<file path="config.mk">
export PLATFORM = sky130hd
export DESIGN_NAME = pipe_hazard_ctrl
export DESIGN_NICKNAME = d
export VERILOG_FILES = /design/src/rtl/pipe_hazard_ctrl.sv
export SDC_FILE = /design/constraint.sdc
export NUM_CORES = 1
export LEC_CHECK = 0
export CAP_MARGIN = 20
export CORE_UTILIZATION = 35
export CTS_CLUSTER_DIAMETER = 120
export DETAILED_ROUTE_END_ITERATION = 8
export GPL_TIMING_DRIVEN = 0
export PLACE_DENSITY = 0.87
export SLEW_MARGIN = 20
export SYNTH_ARGS = -nofsm -noshare
export SYNTH_HDL_FRONTEND = slang
export SYNTH_SLANG_ARGS = --single-unit
</file>
<file path="constraint.sdc">
create_clock -name clk -period 1.55 [get_ports clk]
set_input_delay 0.31 -clock clk [delete_from_list [all_inputs] [get_ports clk]]
set_output_delay 0.31 -clock clk [all_outputs]
set_load 0.05 [all_outputs]
</file>
<file path="src/rtl/pipe_hazard_ctrl.sv">
// Pipeline hazard sequencer: stall/bubble, CP0 flush and the HI/LO busy counter.
// Optional PIPE_PERF_CNT_EN adds stall_cycles and req_count counters.
// Latency: stall/Req combinational; md_cnt/md_busy registered. No backpressure beyond stall.
module pipe_hazard_ctrl #(
   parameter int MULT_CYCLES = 5,
   parameter int DIV_CYCLES  = 10
) (
   input  logic       clk,
   input  logic       reset,
   input  logic [4:0] D_rs,
   input  logic [4:0] D_rt,
   input  logic [1:0] D_rs_tuse,
   input  logic [1:0] D_rt_tuse,
   input  logic       D_is_md,
   input  logic       D_eret,
   input  logic [4:0] E_A3,
   input  logic       E_RegWrite,
   input  logic [1:0] E_tnew,
   input  logic [4:0] M_A3,
   input  logic       M_RegWrite,
   input  logic [1:0] M_tnew,
   input  logic       E_mtc0_epc,
   input  logic       M_mtc0_epc,
   input  logic       E_md_start,
   input  logic       E_md_div,
   input  logic       exc_req,
   output logic       stall,
   output logic       md_busy,
   output logic       Req,
   output logic [3:0] md_cnt
`ifdef PIPE_PERF_CNT_EN
   ,
   output logic [31:0] stall_cycles,
   output logic [31:0] req_count
`endif
);

   localparam logic [3:0] LP_MULT_LEN = 4'(MULT_CYCLES);
   localparam logic [3:0] LP_DIV_LEN  = 4'(DIV_CYCLES);

   logic [3:0] r_md_cnt;
   logic       r_md_busy;
   logic [3:0] w_md_cnt_nxt;
   logic       w_rs_haz;
   logic       w_rt_haz;
   logic       w_md_haz;
   logic       w_eret_haz;
   logic       w_stall;

   // A producer only hazards when its result arrives later than the consumer needs it.
   assign w_rs_haz = (D_rs != 5'd0) &&
                     ((E_RegWrite && (E_A3 == D_rs) && (D_rs_tuse < E_tnew)) ||
                      (M_RegWrite && (M_A3 == D_rs) && (D_rs_tuse < M_tnew)));

   assign w_rt_haz = (D_rt != 5'd0) &&
                     ((E_RegWrite && (E_A3 == D_rt) && (D_rt_tuse < E_tnew)) ||
                      (M_RegWrite && (M_A3 == D_rt) && (D_rt_tuse < M_tnew)));

   assign w_md_haz   = D_is_md && (r_md_busy || E_md_start);
   assign w_eret_haz = D_eret && (E_mtc0_epc || M_mtc0_epc);

   // Flush wins over stall.
   assign w_stall = (w_rs_haz || w_rt_haz || w_md_haz || w_eret_haz) && !exc_req;

   always_comb begin
      w_md_cnt_nxt = r_md_cnt;
      if (E_md_start && !exc_req) begin
         w_md_cnt_nxt = E_md_div ? LP_DIV_LEN : LP_MULT_LEN;
      end else if (r_md_cnt != 4'd0) begin
         w_md_cnt_nxt = r_md_cnt - 4'd1;
      end
   end

   always_ff @(posedge clk) begin
      if (reset) begin
         r_md_cnt  <= 4'd0;
         r_md_busy <= 1'b0;
      end else begin
         r_md_cnt  <= w_md_cnt_nxt;
         r_md_busy <= (w_md_cnt_nxt != 4'd0);
      end
   end

`ifdef PIPE_PERF_CNT_EN
   logic [31:0] r_stall_cycles;
   logic [31:0] r_req_count;

   always_ff @(posedge clk) begin
      if (reset) begin
         r_stall_cycles <= 32'd0;
         r_req_count    <= 32'd0;
      end else begin
         if (w_stall) r_stall_cycles <= r_stall_cycles + 32'd1;
         if (exc_req) r_req_count    <= r_req_count + 32'd1;
      end
   end

   assign stall_cycles = r_stall_cycles;
   assign req_count    = r_req_count;
`endif

   assign stall   = w_stall;
   assign Req     = exc_req;
   assign md_busy = r_md_busy;
   assign md_cnt  = r_md_cnt;

endmodule

</file>
# Word-level counts from Yosys, hierarchy flattened
# Index checks and enable logic that the tools add are counted.
# W data, S select, Z words.
[word_totals]
reg_bits = 5
in_bits = 39
output_inout_bits = 7
elab_cells = 40
[classes]
n_addsub = 1
magnitude_cmp = 4
eq_ne = 4
mux = 3
n_reduce_logical = 26
[ops]
columns = ["operator", "count"]
rows = [
  ["$eq A5 B5 Y1", 4],
  ["$logic_and A1 B1 Y1", 14],
  ["$mux W4", 3],
  ["$reduce_bool A5 Y1", 2],
  ["$lt A2 B2 Y1", 4],
  ["$reduce_bool A4 Y1", 2],
  ["$logic_or A1 B1 Y1", 7],
  ["$sub A4 B1 Y4 const B", 1],
  ["$logic_not A1 Y1", 1],
]

# Depth between registers and ports, before layout
# Gate-level depths: netlist (run 1).
[logic_depth]
ltp_word = 9
mapped_depth = 6
depth_no_buf = 6

# Least setup slack after synthesis (run 1)
# No wires, ideal clock.
[synth_timing]
kind = "input port to output port"
startpoint = "in M_tnew[1]"
endpoint = "out stall"
arrival_time_ps = 1438
required_ps = 1240
slack_ps = -198
path_stages = 6
path_buffers = 0
path_cell_list = "inv_1 ha_1 nand2b_1 nor4_1 a22o_1 a221o_1"
[synth_between]
elab_chain_len = 8
word_cells_on_any_way = 12
cone_classes = "order compare: 2; reduce/logical: 10"
[synth_rtl]
columns = ["element", "line", "rtl"]
rows = [
  ["start, declared", "21", "input logic [1:0] M_tnew,"],
  ["$lt A2 B2 Y1 (on tied branches)", "53, 57", ""],
  ["$logic_and A1 B1 Y1 (on tied branches)", "53, 57", ""],
  ["$logic_or A1 B1 Y1 (on tied branches)", "52, 56", ""],
  ["$logic_and A1 B1 Y1 (on tied branches)", "51, 55", ""],
  ["$logic_or A1 B1 Y1 * (3 in a row)", "63", "assign w_stall = (w_rs_haz || w_rt_haz || w_md_haz || w_eret_haz) && !exc_req;"],
  ["$logic_and A1 B1 Y1 *", "63", ""],
  ["end, declared", "27", "output logic stall,"],
]
# Mark *: on every way between the ends. The rest lies on a longest branch, timed or not.

# Worst setup path after layout (run 1)
[layout_timing]
startpoint = "in E_A3[2]"
endpoint = "out stall"
[layout_between]
elab_chain_len = 9
word_cells_on_any_way = 14
cone_classes = "eq/ne: 2; reduce/logical: 12"
[layout_rtl]
columns = ["element", "line", "rtl"]
rows = [
  ["start, declared", "16", "input logic [4:0] E_A3,"],
  ["$eq A5 B5 Y1 (on tied branches)", "52, 56", ""],
  ["$logic_and A1 B1 Y1 (on tied branches) (2 in a row)", "52, 56", ""],
  ["$logic_or A1 B1 Y1 (on tied branches)", "52, 56", ""],
  ["$logic_and A1 B1 Y1 (on tied branches)", "51, 55", ""],
  ["$logic_or A1 B1 Y1 * (3 in a row)", "63", ""],
  ["$logic_and A1 B1 Y1 *", "63", ""],
]
# Marked as above.

==> out/results.ini, run 1 <==
[global_route]
grt_pass1_vias=833
gr-usage-met2_pct=40.83
grt_util_all_layers_pct=22.14
antenna_found_initial=0
busiest_layer=met2
gr-total-overflow=0
grt_pass1_wl_mm=3.305
grt_max_degree=9
grtUsageMet1_pct=22.04
gr-usage-met3_pct=4.314

[floorplanning]
core_area_um2=1802
num_rows=15
die_w_um=46.58
initial_core_util_pct=38.61
io_pins=46
dieArea_um2=2170
die_h_um=46.58

[cells_and_area]
final_cell_mix=16 x xor2_1, 16 x buf_2, 8 x nor2_1
fill_cells=148
nNetsFinal=184
final_cells=164
regArea_um2=102.6
fin_util_pct=73.40
drive_gt1_share_pct=46.04
syn2layout_area_growth_pct=90.11
diodes=0
multi_input_area_um2=772.0
final_cell_area_um2=1323

[timing]
rsz0062_at_grt=yes
layout_setup_ws_ns=-0.3220
fin_crit_sh_pct=120.8
period_minus_slack_ns=1.872
maxSlewHeadroom_pct=67.77
finalClockSkew_ns=0.001724
fmax_mhz=534.2
tightest_slew_ns=0.4854
finalSetupViolCount=1
slew_viol_final=0
hold_viol_final=0

[setup_path]
crit_required_ns=1.24
cp-end-kind=output pin
r2r-end=md_busy$_SDFF_PP0_
crit_path_max_fanout=2
critPathLaunchType=primary input
rrSetupSlack_ns=0.12
r2r_start=md_cnt[0]$_SDFF_PP0_
worstPathArrival_ns=1.56
crit_type=primary input to output pin
r2r_cells=6

[clocking]
cts_tree=built
clock-root-buffer=clkbuf_4
htree_levels=1
path_clk_slew_ns=0.05
cts_sinks=5
clk_latency_ns=0.25
numCtsBuffers=3
postCtsHoldBufs=0
clock_path_buffers=2

[place]
post_dp_cell_area_um2=1219
place_congestion=0.8953
port_buffers=45
placed_cells=159
hpwlAfterDp_mm=1.775

[route]
via_per_inst=5.372
dr.pass1.iters=4
route.vias.total=881
drc=0
finalWirelength_mm=2.641
wl_per_cell_um=16.10
drtIter0Drc=21
antenna_left=0

[min_path]
hp-start=exc_req
whs_path_depth=4
whs_endpoint=md_busy$_SDFF_PP0_
hold_path.class=primary input to register

[yosys]
synth-compound-area-share_pct=17.99
synth_top_family_by_area=XOR/XNOR gates
muxShareOfSynthArea_pct=3.058
yosys.cell_types.count=25
syn_area_um2=695.7
synth_fa_ha_area_share_pct=8.993
avgSynthCellArea_um2=7.816
synth_fp_nets=133
synthSimpleGateAreaFrac_pct=25.90
netlist_instances=89
ys_warn_count=0
synth_xor_xnor_area_share_pct=26.44
ys_seq_area_share_pct=14.39
ys_ff_latch=5

[pwr]
internal_power_mw=0.6065
p_leak_nw=0.5643
worst_ir_drop_vdd_mv=0.7415
swShare_pct=46.26
pwr-share-clk_pct=14.4
comb_power_share_pct=66.5
seqPwrFrac_pct=19.1
p_per_area_nw_per_um2=853.3
power_mw=1.128
p_sw_mw=0.5220

[outcome]
status=finished with violations
violations=setup timing

[run]
max-cap-violations=0

-- synth_stat cells, drive strengths merged --
library cell | n | area share, %
a211oi | 4 | 4.3
a21oi | 6 | 4.3
a221o | 1 | 1.4
a22o | 2 | 2.5
a311oi | 1 | 1.3
a31oi | 1 | 0.90
and2 | 2 | 1.8
buf | 1 | 1.1
dfxtp | 5 | 14
ha | 5 | 9.0
inv | 4 | 2.2
mux2 | 1 | 1.6
mux2i | 1 | 1.4
nand2 | 1 | 0.54
nand2b | 10 | 9.0
nand3b | 1 | 1.1
nor2 | 8 | 4.3
nor2b | 1 | 0.90
nor3 | 4 | 2.9
nor3b | 1 | 1.8
nor4 | 4 | 3.6
o21ai | 3 | 2.2
o31ai | 1 | 1.1
xnor2 | 1 | 1.3
xor2 | 20 | 25
-- area by class of cell --
class,count,area share [%]
tap,25,2.365
buffer,1,0.5676
sequential,5,7.758
inverter,4,1.703
clock buffer,4,1.987
timing repair buffer,46,27.25
multi-input combinational,79,58.37
-- routing by layer --
layer  part of all wire [%]  vias to the layer above
met5                      0                        -
met4                    3.6                        0
met3                    9.1                       11
met2                     48                       48
met1                     39                      403
li1                       -                      419
-- how the worst max path moves through the flow --
stage	from	to	slack, ns	depth (start not counted)
after CTS	E_A3[3]	stall	-0.27	6
after global routing	E_A3[2]	stall	-0.37	6
after detailed placement	M_tnew[1]	stall	-1.29	8
final	E_A3[2]	stall	-0.32	6
after floorplan	E_tnew[1]	stall	-0.06	5
after global placement	M_tnew[1]	stall	-1.29	8
-- flip-flops by register name, indices dropped and copies added, names as in the netlist --
register  flops
md_busy       1
md_cnt        4
-- logic make-up after synthesis --
logic type | count (synthesis)
simple gates | 32
xor+xnor | 21
compound gates | 19
buf+inv | 5
fa+ha+maj | 5
flops | 5
mux | 2
-- stage by stage --
stage	setup WS (ns)	setup TNS [ns]	hold slack [ns]
after global placement	-1.289	-1.896	0.5710
after global routing	-0.3718	-0.3718	0.6422
after floorplan	-0.06026	-0.06026	0.3750
final	-0.3220	-0.3220	0.5888
after CTS	-0.2706	-0.2706	0.5771
after detailed placement	-1.291	-1.918	0.5706
-- timing repair --
action / in CTS / in global routing
setup buffers: 0 / 1
cloned: 0 / 0
setup endpoints to repair: 7 / 5
hold endpoints to repair: 0 / 0
pin swaps: 29 / 15
resized for setup: 125 / 33
-- power by group through the flow --
stage                     Combinational, mW  Sequential, mW  Clock [mW]
after detailed placement              0.669           0.213           0
final                                 0.751           0.215       0.163
after global placement                0.657           0.211           0
after floorplan                       0.303           0.326           0
after global routing                  0.810           0.222       0.174
after CTS                             0.655           0.210       0.169
-- worst max-delay path, cell delays in order --
cell and delay (ns):
clkdlybuf4s15_2 0.22, xor2_1 0.23, nor4_2 0.08, a22o_1 0.20
a221o_2 0.37, buf_8 0.16
(Power assumes the default switching activity.)
==> inputs of run 2 (changes only) <==
Settings changed: REMOVE_ABC_BUFFERS set to 1.
==> run 2 against run 1 <==
The run still ends with setup timing left; wire length up 5.1%; critical path depth did not move; power fell by 0.14%; clock power down 9%; sequential cell count is the same; register-to-register slack worse by 0.03 ns; clock-buffer cell count is the same; via count stayed put; fmax grew 0.16%; clock skew is essentially flat; critical endpoint unchanged; highest routed layer unchanged.
==> out/results.ini, run 2 (synthesis gave the netlist of run 1 again) <==
[floorplanning]
num_rows=15  ; unchanged
die_h_um=46.58  ; unchanged
io_pins=46  ; unchanged
core_area_um2=1802  ; unchanged
die_w_um=46.58  ; unchanged
dieArea_um2=2170  ; unchanged
initial_core_util_pct=38.61  ; unchanged

[timing]
maxSlewHeadroom_pct=67.27  ; -0.50 points
finalClockSkew_ns=0.002055  ; +0.0003301 ns
whs_ns=0.6296  ; +0.04079 ns
rsz0062_at_grt=yes
slew_viol_final=0  ; unchanged
layout_setup_ws_ns=-0.3191  ; +0.002923 ns
fin_crit_sh_pct=120.6  ; -0.19 points
hold_viol_final=0  ; unchanged
finalSetupViolCount=1  ; unchanged
fmax_mhz=535.0  ; +0.16%
period_minus_slack_ns=1.869  ; -0.002923 ns
setup_tns_ns=-0.3191  ; +0.002923 ns
tightest_slew_ns=0.4928  ; +0.007460 ns

[setup_path]
cp-end-kind=output pin
critPathLaunchType=primary input
rrSetupSlack_ns=0.09  ; -0.03 ns
crit_type=primary input to output pin
r2r_start=md_cnt[0]$_SDFF_PP0_
r2r-end=md_busy$_SDFF_PP0_
r2r_cells=6  ; unchanged
worstPathArrival_ns=1.56  ; about the same
crit_path_max_fanout=3  ; +1
crit_required_ns=1.24  ; about the same

[clocking]
path_clk_slew_ns=0.04  ; about the same
clk_latency_ns=0.24  ; about the same
postCtsHoldBufs=0  ; unchanged
clock-root-buffer=clkbuf_4
cts_sinks=5  ; unchanged
numCtsBuffers=3  ; unchanged
clock_path_buffers=2  ; unchanged
cts_tree=built
htree_levels=1  ; unchanged

[min_path]
hp-start=md_cnt[3]$_SDFF_PP0_
whs_endpoint=md_cnt[2]$_SDFF_PP0_
hold_path.class=register to register
whs_path_depth=2  ; -2

[place]
placed_cells=158  ; -0.63%
place_congestion=0.9016  ; +0.70%
post_dp_cell_area_um2=1170  ; -4.0%
port_buffers=45  ; unchanged
hpwlAfterDp_mm=1.845  ; +3.9%

[pwr]
worst_ir_drop_vdd_mv=0.9185  ; +24%
p_leak_nw=0.5420  ; -4.0%
p_per_area_nw_per_um2=839.4  ; -1.6%
power_mw=1.127  ; -0.14%

[global_route]
grt_util_all_layers_pct=23.78  ; +1.6 points
gr-total-overflow=0  ; unchanged
grt_pass1_wl_mm=3.594  ; +8.7%
grt_max_degree=9  ; unchanged
grt_pass1_vias=870  ; +4.4%
antenna_found_initial=0  ; unchanged

[route]
finalWirelength_mm=2.775  ; +5.1%
dr.pass1.iters=4  ; unchanged
route.vias.total=881  ; unchanged
via_per_inst=5.438  ; +1.2%
antenna_left=0  ; unchanged
wl_per_cell_um=17.13  ; +6.4%
drtIter0Drc=29  ; +38%
drc=0  ; unchanged

[cells_and_area]
nNetsFinal=182  ; -1.1%
final_cells=162  ; -1.2%
final_common_cell=buf_2
final_cell_area_um2=1343  ; +1.5%
diodes=0  ; unchanged
syn2layout_area_growth_pct=92.99
largest_register_ffs=4  ; unchanged
drive_gt1_share_pct=46.72  ; +0.67 points
final_cell_mix=19 x buf_2, 11 x xor2_2, 9 x xor2_1

[run]
max-cap-violations=0  ; unchanged

[outcome]
violations=setup timing
status=finished with violations

==> run 2: changes by cell type in the layout (fill, tap and decap cells not counted), moves of 3 or more <==
cell    before  now
buf_2       16   19
buf_4        3    0
xor2_1      16    9
xor2_2       4   11
==> run 2: repair_timing <==
item,in CTS,in global routing
resized for setup,138,26
buffers inserted,0,0
endpoints found under the setup margin,7,5
pin swaps,25,10
==> run 2: metal layers <==
| layer | share of wire [%] | GRT usage, % |
|---|---|---|
| met1 | 42 | 24.01 |
| met2 | 47 | 44.44 |
| met3 | 7.7 | 5.098 |
| met4 | 3.1 | 12.35 |
| met5 | 0 | 0 |
==> run 2: how the worst max path moves through the flow <==
stage                  from    end  slack [ns]  cells after the start
2_1_floorplan     M_tnew[1]  stall       -0.20                      6
3_3_place_gp      E_tnew[1]  stall       -1.28                      8
3_5_place_dp      E_tnew[1]  stall       -1.37                      8
4_1_cts        D_rt_tuse[1]  stall       -0.26                      6
5_1_grt           E_tnew[1]  stall       -0.33                      8
6_report            D_rs[3]  stall       -0.32                      6
==> run 2: cell type report <==
class,count,area [um2]
flip-flops and latches,5,100.1
well taps,25,31.28
clock buffers,4,26.28
repair buffers,45,344.1
multi-input cells,79,818.3
inverters,4,22.52
fillers,133,459.2
==> run 2: power by group <==
| group | switching (mW) | total, mW | internal, mW |
|---|---|---|---|
| registers | 0.0470 | 0.212 | 0.165 |
| logic | 0.424 | 0.767 | 0.343 |
| clock network | 0.0514 | 0.149 | 0.0972 |
==> run 2: critical path: stages <==
cell,delay (ns)
clkdlybuf4s15_2,0.23
xor2_1,0.18
a211oi_1,0.08
a22o_1,0.25
a221o_1,0.34
buf_6,0.17
==> run 2: stage by stage <==
step | setup WS [ns] | util (%)
after floorplan | -0.1981 | -
after global placement | -1.283 | 64.93
after detailed placement | -1.369 | 64.93
after CTS | -0.2558 | 70.49
after global routing | -0.3309 | 74.51
final | -0.3191 | 74.51
